--- config.mk ---
export PLATFORM = sky130hd
export DESIGN_NAME = ttt_auto_opponent
export DESIGN_NICKNAME = d
export VERILOG_FILES = /design/src/rtl/ttt_auto_opponent.sv
export SDC_FILE = /design/constraint.sdc
export NUM_CORES = 1
export LEC_CHECK = 0
export BUFFER_PORTS_ARGS = -buffer_cell sky130_fd_sc_hd__buf_2
export CAP_MARGIN = 25
export CORE_MARGIN = 2
export CORE_UTILIZATION = 39
export CTS_BUF_LIST = sky130_fd_sc_hd__clkbuf_4 sky130_fd_sc_hd__clkbuf_8 sky130_fd_sc_hd__clkbuf_16
export CTS_CLUSTER_DIAMETER = 150
export DETAILED_ROUTE_END_ITERATION = 7
export PLACE_DENSITY = 0.66
export SYNTH_ARGS = -nofsm -noshare
export SYNTH_HDL_FRONTEND = slang
export SYNTH_SLANG_ARGS = --single-unit
--- constraint.sdc ---
create_clock -name clk -period 10 [get_ports clk]
set_input_delay 2 -clock clk [delete_from_list [all_inputs] [get_ports clk]]
set_output_delay 2 -clock clk [all_outputs]
set_load 0.1 [all_outputs]
--- src/rtl/ttt_auto_opponent.sv ---
// Purpose: automatic second player for the tic-tac-toe core; forwards human moves, replies as player 1.
// Latency: human accept -> human update 1 cycle; human update -> auto update 3 cycles; auto update -> ready 2 cycles.
// Backpressure: human_ready is high only while waiting for a human move; moves are taken on valid && ready.
module ttt_auto_opponent (
    input  logic       clk,
    input  logic       rst,
    input  logic       start,
    input  logic       human_valid,
    input  logic [1:0] human_row,
    input  logic [1:0] human_col,
    output logic       human_ready,
    output logic       illegal,
    output logic       game_rst,
    output logic       player,
    output logic       update,
    output logic [1:0] row,
    output logic [1:0] col,
    input  logic       gameOver,
    input  logic       winner,
    input  logic       draw,
    input  logic       ERR,
    output logic       busy,
    output logic       done,
    output logic [1:0] result,
    output logic       fault
);

    typedef enum logic [3:0] {
        IDLE, CLEAR, WAIT_H, ISSUE_H, CHK_H, THINK, ISSUE_A, CHK_A, DONE
    } state_t;

    localparam logic [1:0] CELL_EMPTY = 2'b00;
    localparam logic [1:0] CELL_HUMAN = 2'b01;
    localparam logic [1:0] CELL_AUTO  = 2'b10;

    // Cell triples of the 8 lines: rows, columns, diagonals, in priority order.
    localparam logic [3:0] LINES [24] = '{
        4'd0, 4'd1, 4'd2,  4'd3, 4'd4, 4'd5,  4'd6, 4'd7, 4'd8,
        4'd0, 4'd3, 4'd6,  4'd1, 4'd4, 4'd7,  4'd2, 4'd5, 4'd8,
        4'd0, 4'd4, 4'd8,  4'd2, 4'd4, 4'd6
    };

    state_t      state_q, state_d;
    logic [17:0] board_q, board_d;
    logic [1:0]  row_q, row_d, col_q, col_d;
    logic [1:0]  result_q, result_d;
    logic        player_q, player_d;
    logic        fault_q, fault_d;
    logic        illegal_q, illegal_d;
    logic        game_rst_q, game_rst_d;
    logic        human_ready_q, human_ready_d;
    logic        update_q, update_d;
    logic        busy_q, busy_d;
    logic        done_q, done_d;

    logic [3:0]  pick_idx;
    logic [1:0]  pick_row, pick_col;
    logic [3:0]  human_idx;
    logic [3:0]  move_idx;
    logic        human_bad;

    // Out-of-range indices read as empty so callers need no extra guard.
    function automatic logic [1:0] cell_of(input logic [17:0] b, input logic [3:0] idx);
        logic [1:0] v;
        v = CELL_EMPTY;
        for (int i = 0; i < 9; i++) begin
            if (idx == 4'(i)) v = b[i*2 +: 2];
        end
        return v;
    endfunction

    // Returns {found, empty cell} for the first line holding two of 'who' and one empty.
    function automatic logic [4:0] find_line(input logic [17:0] b, input logic [1:0] who);
        logic [4:0] res;
        logic [1:0] cv;
        logic [3:0] eidx;
        logic       efound;
        int         cnt;
        res = 5'd0;
        for (int l = 0; l < 8; l++) begin
            cnt    = 0;
            efound = 1'b0;
            eidx   = 4'd0;
            for (int k = 0; k < 3; k++) begin
                cv = cell_of(b, LINES[l*3 + k]);
                if (cv == who) begin
                    cnt = cnt + 1;
                end else if (cv == CELL_EMPTY) begin
                    efound = 1'b1;
                    eidx   = LINES[l*3 + k];
                end
            end
            if (!res[4] && cnt == 2 && efound) res = {1'b1, eidx};
        end
        return res;
    endfunction

    // Auto move choice: win, block, centre, corners, edges.
    always_comb begin
        logic [4:0] win_l;
        logic [4:0] blk_l;
        win_l    = find_line(board_q, CELL_AUTO);
        blk_l    = find_line(board_q, CELL_HUMAN);
        pick_idx = 4'd0;
        if (win_l[4])                           pick_idx = win_l[3:0];
        else if (blk_l[4])                      pick_idx = blk_l[3:0];
        else if (board_q[9:8]   == CELL_EMPTY)  pick_idx = 4'd4;
        else if (board_q[1:0]   == CELL_EMPTY)  pick_idx = 4'd0;
        else if (board_q[5:4]   == CELL_EMPTY)  pick_idx = 4'd2;
        else if (board_q[13:12] == CELL_EMPTY)  pick_idx = 4'd6;
        else if (board_q[17:16] == CELL_EMPTY)  pick_idx = 4'd8;
        else if (board_q[3:2]   == CELL_EMPTY)  pick_idx = 4'd1;
        else if (board_q[7:6]   == CELL_EMPTY)  pick_idx = 4'd3;
        else if (board_q[11:10] == CELL_EMPTY)  pick_idx = 4'd5;
        else if (board_q[15:14] == CELL_EMPTY)  pick_idx = 4'd7;
        pick_row = 2'd0;
        pick_col = 2'd0;
        case (pick_idx)
            4'd0: begin pick_row = 2'd0; pick_col = 2'd0; end
            4'd1: begin pick_row = 2'd0; pick_col = 2'd1; end
            4'd2: begin pick_row = 2'd0; pick_col = 2'd2; end
            4'd3: begin pick_row = 2'd1; pick_col = 2'd0; end
            4'd4: begin pick_row = 2'd1; pick_col = 2'd1; end
            4'd5: begin pick_row = 2'd1; pick_col = 2'd2; end
            4'd6: begin pick_row = 2'd2; pick_col = 2'd0; end
            4'd7: begin pick_row = 2'd2; pick_col = 2'd1; end
            4'd8: begin pick_row = 2'd2; pick_col = 2'd2; end
            default: begin pick_row = 2'd0; pick_col = 2'd0; end
        endcase
    end

    // Local legality check of the presented human move and index of the latched move.
    always_comb begin
        human_idx = ({2'b00, human_row} * 4'd3) + {2'b00, human_col};
        move_idx  = ({2'b00, row_q} * 4'd3) + {2'b00, col_q};
        human_bad = (human_row == 2'd3) || (human_col == 2'd3) ||
                    (cell_of(board_q, human_idx) != CELL_EMPTY);
    end

    // Next state, board update and registered-output values derived from the next state.
    always_comb begin
        state_d   = state_q;
        board_d   = board_q;
        row_d     = row_q;
        col_d     = col_q;
        player_d  = player_q;
        result_d  = result_q;
        fault_d   = fault_q;
        illegal_d = 1'b0;
        case (state_q)
            IDLE:    if (start) state_d = CLEAR;
            CLEAR:   state_d = WAIT_H;
            WAIT_H: begin
                if (human_valid) begin
                    if (human_bad) begin
                        illegal_d = 1'b1;
                    end else begin
                        row_d    = human_row;
                        col_d    = human_col;
                        player_d = 1'b0;
                        state_d  = ISSUE_H;
                    end
                end
            end
            ISSUE_H: state_d = CHK_H;
            CHK_H: begin
                if (ERR) begin
                    illegal_d = 1'b1;
                    state_d   = WAIT_H;
                end else begin
                    for (int i = 0; i < 9; i++) begin
                        if (move_idx == 4'(i)) board_d[i*2 +: 2] = CELL_HUMAN;
                    end
                    if (gameOver) begin
                        result_d = winner ? 2'd1 : (draw ? 2'd3 : 2'd0);
                        state_d  = DONE;
                    end else begin
                        state_d = THINK;
                    end
                end
            end
            THINK: begin
                row_d    = pick_row;
                col_d    = pick_col;
                player_d = 1'b1;
                state_d  = ISSUE_A;
            end
            ISSUE_A: state_d = CHK_A;
            CHK_A: begin
                if (ERR) begin
                    fault_d  = 1'b1;
                    result_d = 2'd0;
                    state_d  = DONE;
                end else begin
                    for (int i = 0; i < 9; i++) begin
                        if (move_idx == 4'(i)) board_d[i*2 +: 2] = CELL_AUTO;
                    end
                    if (gameOver) begin
                        result_d = winner ? 2'd2 : (draw ? 2'd3 : 2'd0);
                        state_d  = DONE;
                    end else begin
                        state_d = WAIT_H;
                    end
                end
            end
            DONE:    if (start) state_d = CLEAR;
            default: state_d = IDLE;
        endcase
        // Entering CLEAR wipes the previous game so it never shows during the new one.
        if (state_d == CLEAR) begin
            board_d  = 18'd0;
            result_d = 2'd0;
            fault_d  = 1'b0;
        end
        game_rst_d    = (state_d == CLEAR);
        human_ready_d = (state_d == WAIT_H);
        update_d      = (state_d == ISSUE_H) || (state_d == ISSUE_A);
        busy_d        = (state_d != IDLE) && (state_d != DONE);
        done_d        = (state_d == DONE);
    end

    // State and output registers with synchronous reset.
    always_ff @(posedge clk) begin
        if (rst) begin
            state_q       <= IDLE;
            board_q       <= 18'd0;
            row_q         <= 2'd0;
            col_q         <= 2'd0;
            player_q      <= 1'b0;
            result_q      <= 2'd0;
            fault_q       <= 1'b0;
            illegal_q     <= 1'b0;
            game_rst_q    <= 1'b0;
            human_ready_q <= 1'b0;
            update_q      <= 1'b0;
            busy_q        <= 1'b0;
            done_q        <= 1'b0;
        end else begin
            state_q       <= state_d;
            board_q       <= board_d;
            row_q         <= row_d;
            col_q         <= col_d;
            player_q      <= player_d;
            result_q      <= result_d;
            fault_q       <= fault_d;
            illegal_q     <= illegal_d;
            game_rst_q    <= game_rst_d;
            human_ready_q <= human_ready_d;
            update_q      <= update_d;
            busy_q        <= busy_d;
            done_q        <= done_d;
        end
    end

    assign human_ready = human_ready_q;
    assign illegal     = illegal_q;
    assign game_rst    = game_rst_q;
    assign player      = player_q;
    assign update      = update_q;
    assign row         = row_q;
    assign col         = col_q;
    assign busy        = busy_q;
    assign done        = done_q;
    assign result      = result_q;
    assign fault       = fault_q;

endmodule

* Word-level counts from Yosys, hierarchy flattened *
Memory sizes are Yosys's and may differ from the RTL's.
Index checks and enable logic that the tools add are counted.

operators by class
  bitwise logic cells = 0
  shift-type cells = 0
  mux-type cells = 274
  multiply operators = 2
  reduce and logical (&&, ||, !) cells = 78
  equal/unequal tests = 90
  add/subtract/negate cells = 28
  $lt $le $gt $ge = 0
  divide/modulo/power cells = 0

operators with widths
  cell                   number
  $mux 32                32
  $add 32x2->32 const B  26
  $eq 32x3->1 const B    16
  $mux 4                 66
  $mux 1                 96
  $mux 2                 43
  $mux 5                 16
  $eq 4x3->1 const B     13
  $ne 2x2->1 const B     23
  $reduce_and 5->1       9
  $mux 18                2
  $mux 3                 12
  $pmux 18 s2            1
  $eq 4x2->1 const B     8
  $pmux 4 s8             1
  $logic_and 1x1->1      31
  $eq 2x2->1 const B     11
  $eq 2x1->1 const B     9
  $logic_not 2->1        9
  $eq 4x1->1 const B     4
  $eq 4x4->1 const B     4
  $logic_not 1->1        14
  $logic_not 4->1        3
  $pmux 2 s2             3
  other kinds (12)       20

word-level totals
  register bits after elaboration = 36
  bits in writable memories = 0
  bits in read-only memories = 64
  logic and storage cells = 494
  output and inout bits = 14
  latch bits = 0
  input port bits = 12
  memories kept = 1

memory list
  name              words  width  rd ports  clocked after Yosys merged registers in  write ports  RTL line  text
  (name not given)  16     4      1         0                                        0            118       case (pick_idx)

* Longest topological paths before layout *
An unclocked memory read counts as a cell.

  word-level depth = 41
  mapped depth = 16
  depth with buffers taken out = 16

* Least setup slack after synthesis *
OpenSTA, ideal clock, no wires.

  path kind = input to register
  start point = input human_row[0]
  end point = register col_q[1], in the netlist col[1]
  required time = 9.897 ns
  data arrival time = 4.755 ns
  slack = 5.141 ns
  stages = 12
  path buffers = 1
  setup time = 0.103 ns
  cell sequence = fa_1 ha_1 inv_1 fa_1 mux4_2 mux2i_1 a21oi_1 nand2_1 clkbuf_1 o22a_1 nor2_1 a2111oi_2

between the ends
  longest elaborated chain between the ends = 16
  elaborated cells on any way between the ends = 26
  those cells by class = add/sub (1); mul (1); eq/ne (10); mux (9); reduce/logical (5)

ends and longest elaborated chain
  what                                 RTL line  text
  from (decl)                          9         input logic [1:0] human_row,
  $mul 2x2->4                          134       human_idx = ({2'b00, human_row} * 4'd3) + {2'b00, human_col};
  $add 4x2->4                          134
  $logic_not 4->1                      67        if (idx == 4'(i)) v = b[i*2 +: 2];
  $mux 2 (9 in series)                 67
  $reduce_bool 2->1                    137       (cell_of(board_q, human_idx) != CELL_EMPTY);
  $logic_or 1x1->1 *                   136       human_bad = (human_row == 2'd3) || (human_col == 2'd3) ||
  $ne 2x2->1 (no source line) *        -
  $reduce_and 3->1 (no source line) *  -
  to (signal assigned)                 242       col_q <= col_d;
  to (decl)                            45        logic [1:0] row_q, row_d, col_q, col_d;

Mark *: on every way between the ends. The rest lies on a longest branch, timed or not.
A chain may end at the register's enable or synchronous reset.

* Worst setup path in the final report *
  start point = input human_row[0]
  end point = register game_rst_q, in the netlist game_rst

between the ends
  longest elaborated chain between the ends = 18
  elaborated cells on any way between the ends = 28
  those cells by class = add/sub (1); mul (1); eq/ne (10); mux (12); reduce/logical (4)

ends and longest elaborated chain
  what                  RTL line  text
  $mul 2x2->4           134
  $add 4x2->4           134
  $logic_not 4->1       67
  $mux 2 (9 in series)  67
  $reduce_bool 2->1     137
  $logic_or 1x1->1 *    136
  $mux 4 *              155       if (human_bad) begin
  $mux 4 *              154       if (human_valid) begin
  $pmux 4 s8 *          150       case (state_q)
  $eq 4x1->1 *          215       game_rst_d = (state_d == CLEAR);
  to (signal assigned)  247       game_rst_q <= game_rst_d;
  to (decl)             50        logic game_rst_q, game_rst_d;

Marked as above.

==> summary.txt <==
CTS
  – Post_cts resized: 0
  – Clock Sinks: 36
  – CTS Buf Count: 5
  – Clk root buf: clkbuf_8
  – Clock slew seen by the registers of the worst setup and hold paths: 0.07 ns
  – Clock latency on the worst-skew pair: 0.29 ns
  – H-tree depth: 2
  – Post-CTS setup buffers: 0
  – CTS tree: built
  – Hold_buf cts: 0
  – CTS Buffer Depth: 2

Floorplanning
  – Die height: 102 um
  – Top Ports: 26
  – Die W: 102 um
  – DIE AREA: 10500 um2
  – Placeable Area: 9330 um2
  – Initial Utilization: 40.5%
  – Cell row count: 35

Critical path
  – Crit path largest cell delay: 0.55 ns
  – Crit path kind: in2reg
  – Crit-path max FO: 11
  – Slowest stage cell on the critical path: fa_1
  – Top delay family on crit path: adder cells
  – CP endpoint kind: register
  – Critical path data arrival time: 5.00 ns
  – Startpoint types: input pin
  – Req. time, crit path: 10.14 ns
  – Most frequent CP cell: fa_1
  – Crit path cell chain: buf_2, fa_1, ha_1, inv_1, fa_1, mux4_2, mux2i_1, a21oi_1, nand2_1, o21ai_0, and2_1, nor4bb_1
  – Worst path buffer plus inverter count: 2

Flow run
  – Max_cap viols: 0

Yosys
  – Sequential element share of the synthesized area: 19.1%
  – Synth cell count leaders: 54 x nor2_1, 36 x a21oi_1, 36 x dfxtp_1
  – Mapped Area: 3780 um2
  – Post-synth top flop: dfxtp_1
  – Cells after Synth: 494
  – Top cell type's share of synthesized area: 19.1%
  – Synth area leaders: dfxtp_1 19%, ha_1 11%, nor2_1 5.4%
  – Flops & latches, synth: 36
  – Asr flop ratio synth: 0%
  – Post-synth top area cell: dfxtp_1
  – EDFF count, synth: 0
  – Most common cell in the netlist: nor2_1
  – Synthesized Nets: 543
  – Syn Area/Cell: 7.65 um2
  – Synthesis warning total: 0
  – Post-synthesis cell type count: 82

GRT
  – Grt total ovfl: 0
  – GRT Util Overall: 20.9%
  – Pin count of the biggest net entering global routing: 22
  – Initial antenna violation count: 0
  – First-pass GRT wire length: 17500 um
  – Vias in the first global route: 3605

STA
  – Clock Skew: 0.00693 ns
  – Slew Limit Headroom: 33.6%
  – Final Critical Period: 4.86 ns
  – Final setup violation count: 0
  – Max-slew violation count: 0
  – Slew @ Worst Pin: 0.971 ns
  – Setup Total Neg Slack: 0 ns
  – Fmax: 206 MHz
  – Tcrit/Tclk final: 48.6%
  – Final Hold Fails: 0
  – RSZ-0062 raised after global routing: no

Drt
  – Drt via density: 6.03
  – Vias: 3856
  – Mean routed wirelength per cell: 16.3 um
  – First-pass iteration count of the detailed router: 5
  – Routed WL: 10400 um
  – Routed Antenna Nets: 0
  – Drt drc: 0
  – DRT iter0 DRCs: 309

Layout
  – Layout cell share with drive strength beyond 1: 12.9%
  – ANT cells: 0
  – Total Nets Final: 559
  – Syn-to-layout area delta: 8.74%
  – Post-Layout Inst Area: 4110 um2

Worst hold path
  – Worst Hold Class: reg2reg

Placement
  – Gpl congestion: 0.936
  – Post-DP Area: 4000 um2
  – Post-DP HPWL: 8380 um
  – PortBufs: 25

Run status
  – Status: finished, final reports clean

Pwr
  – Pwr dens: 80.0 nW/um2
  – Leak pwr: 1.67 nW
  – VDD IR max: 0.114 mV
## final cells by class
cell class | count | area (um2)
Fill cell | 951 | 5220
Multi-Input combinational cell | 409 | 2860
Sequential cell | 36 | 721
Tap cell | 129 | 161
Timing Repair Buffer | 27 | 140
Inverter | 31 | 116
Clock buffer | 5 | 68.8
Clock inverter | 3 | 42.5
## through the flow
step / power [mW] / util, % / setup slack (ns) / cells / hold slack [ns]
after floorplan: 0.194 / - / 5.14 / 494 / 0.494
after global placement: 0.205 / 42.8 / 4.92 / 632 / 0.441
after detailed placement: 0.206 / 42.8 / 4.82 / 632 / 0.447
after CTS: 0.331 / 44.0 / 5.13 / 640 / 0.461
after global routing: 0.343 / 44.0 / 4.91 / 640 / 0.481
final: 0.329 / 44.0 / 5.14 / 640 / 0.455
## report_power, final
part | switching (mW) | leakage (nW) | internal (mW)
logic | 0.0372 | 1.32 | 0.0151
clock network | 0.0527 | 0.0541 | 0.0737
registers | 0.00352 | 0.291 | 0.146
## flip-flops by register name, indices dropped and copies added (netlist names)
signal       cells
update           1
state_q          4
board_q         18
game_rst         1
player           1
result           2
fault            1
busy             1
row              2
human_ready      1
illegal          1
done             1
col              2
## metal layers
layer,vias up,global-route usage [%],part of all wire [%]
li1,1886,-,-
met1,1783,28.9,44
met2,152,32.4,45
met4,0,10.3,4.1
met5,-,0,0
met3,35,2.46,6.7
## placed cells by master (no fill, tap or decap), drive strengths merged, types with 7 or more instances in the layout
master and instances:
nor4 10, nor3 13, ha 33, nor3b 11, and2 9, nand2b 20
nand2 31, dfxtp 36, o21ai 32, or2 8, nand3 14, nor2b 11
inv 31, buf 27, a21oi 36, o22ai 7, nor2 56
## cells by family (layout without fill, tap and decap cells)
group | Yosys count | in the layout | synth area share (%)
xor gates and xnor gates | 1 | 1 | 0.232
buffers and inverters | 49 | 66 | 5.27
adders and majority gates | 37 | 37 | 13.1
AOI/OAI and AO/OA | 155 | 155 | 29.6
muxes | 5 | 5 | 1.99
and+or+nand+nor | 211 | 211 | 30.8
DFF | 36 | 36 | 19.1
## final timing paths
kind / from / to / slack [ns] / cells after the start
min: result[1]$_SDFFE_PP0P_ / result[1]$_SDFFE_PP0P_ / 0.46 / 2
max reg2reg: board_q[9]$_SDFFE_PP0P_ / col[1]$_SDFFE_PP0P_ / 5.93 / 12
max: human_row[0] / game_rst$_SDFF_PP0_ / 5.14 / 12
min reg2reg: result[1]$_SDFFE_PP0P_ / result[1]$_SDFFE_PP0P_ / 0.46 / 2
## worst register-to-register path, cell delays in order, from the launching register on
cell and delay [ns]:
dfxtp_1 0.45, nand2b_1 0.43, ha_1 0.34, nor4_1 0.60
a2bb2oi_1 0.38, nor2_1 0.18, a31o_1 0.24, o311ai_1 0.35
o211a_1 0.30, ha_1 0.21, o22a_1 0.13, nor2_1 0.04
a2111oi_2 0.32
Power figures use the tool's default switching activity.
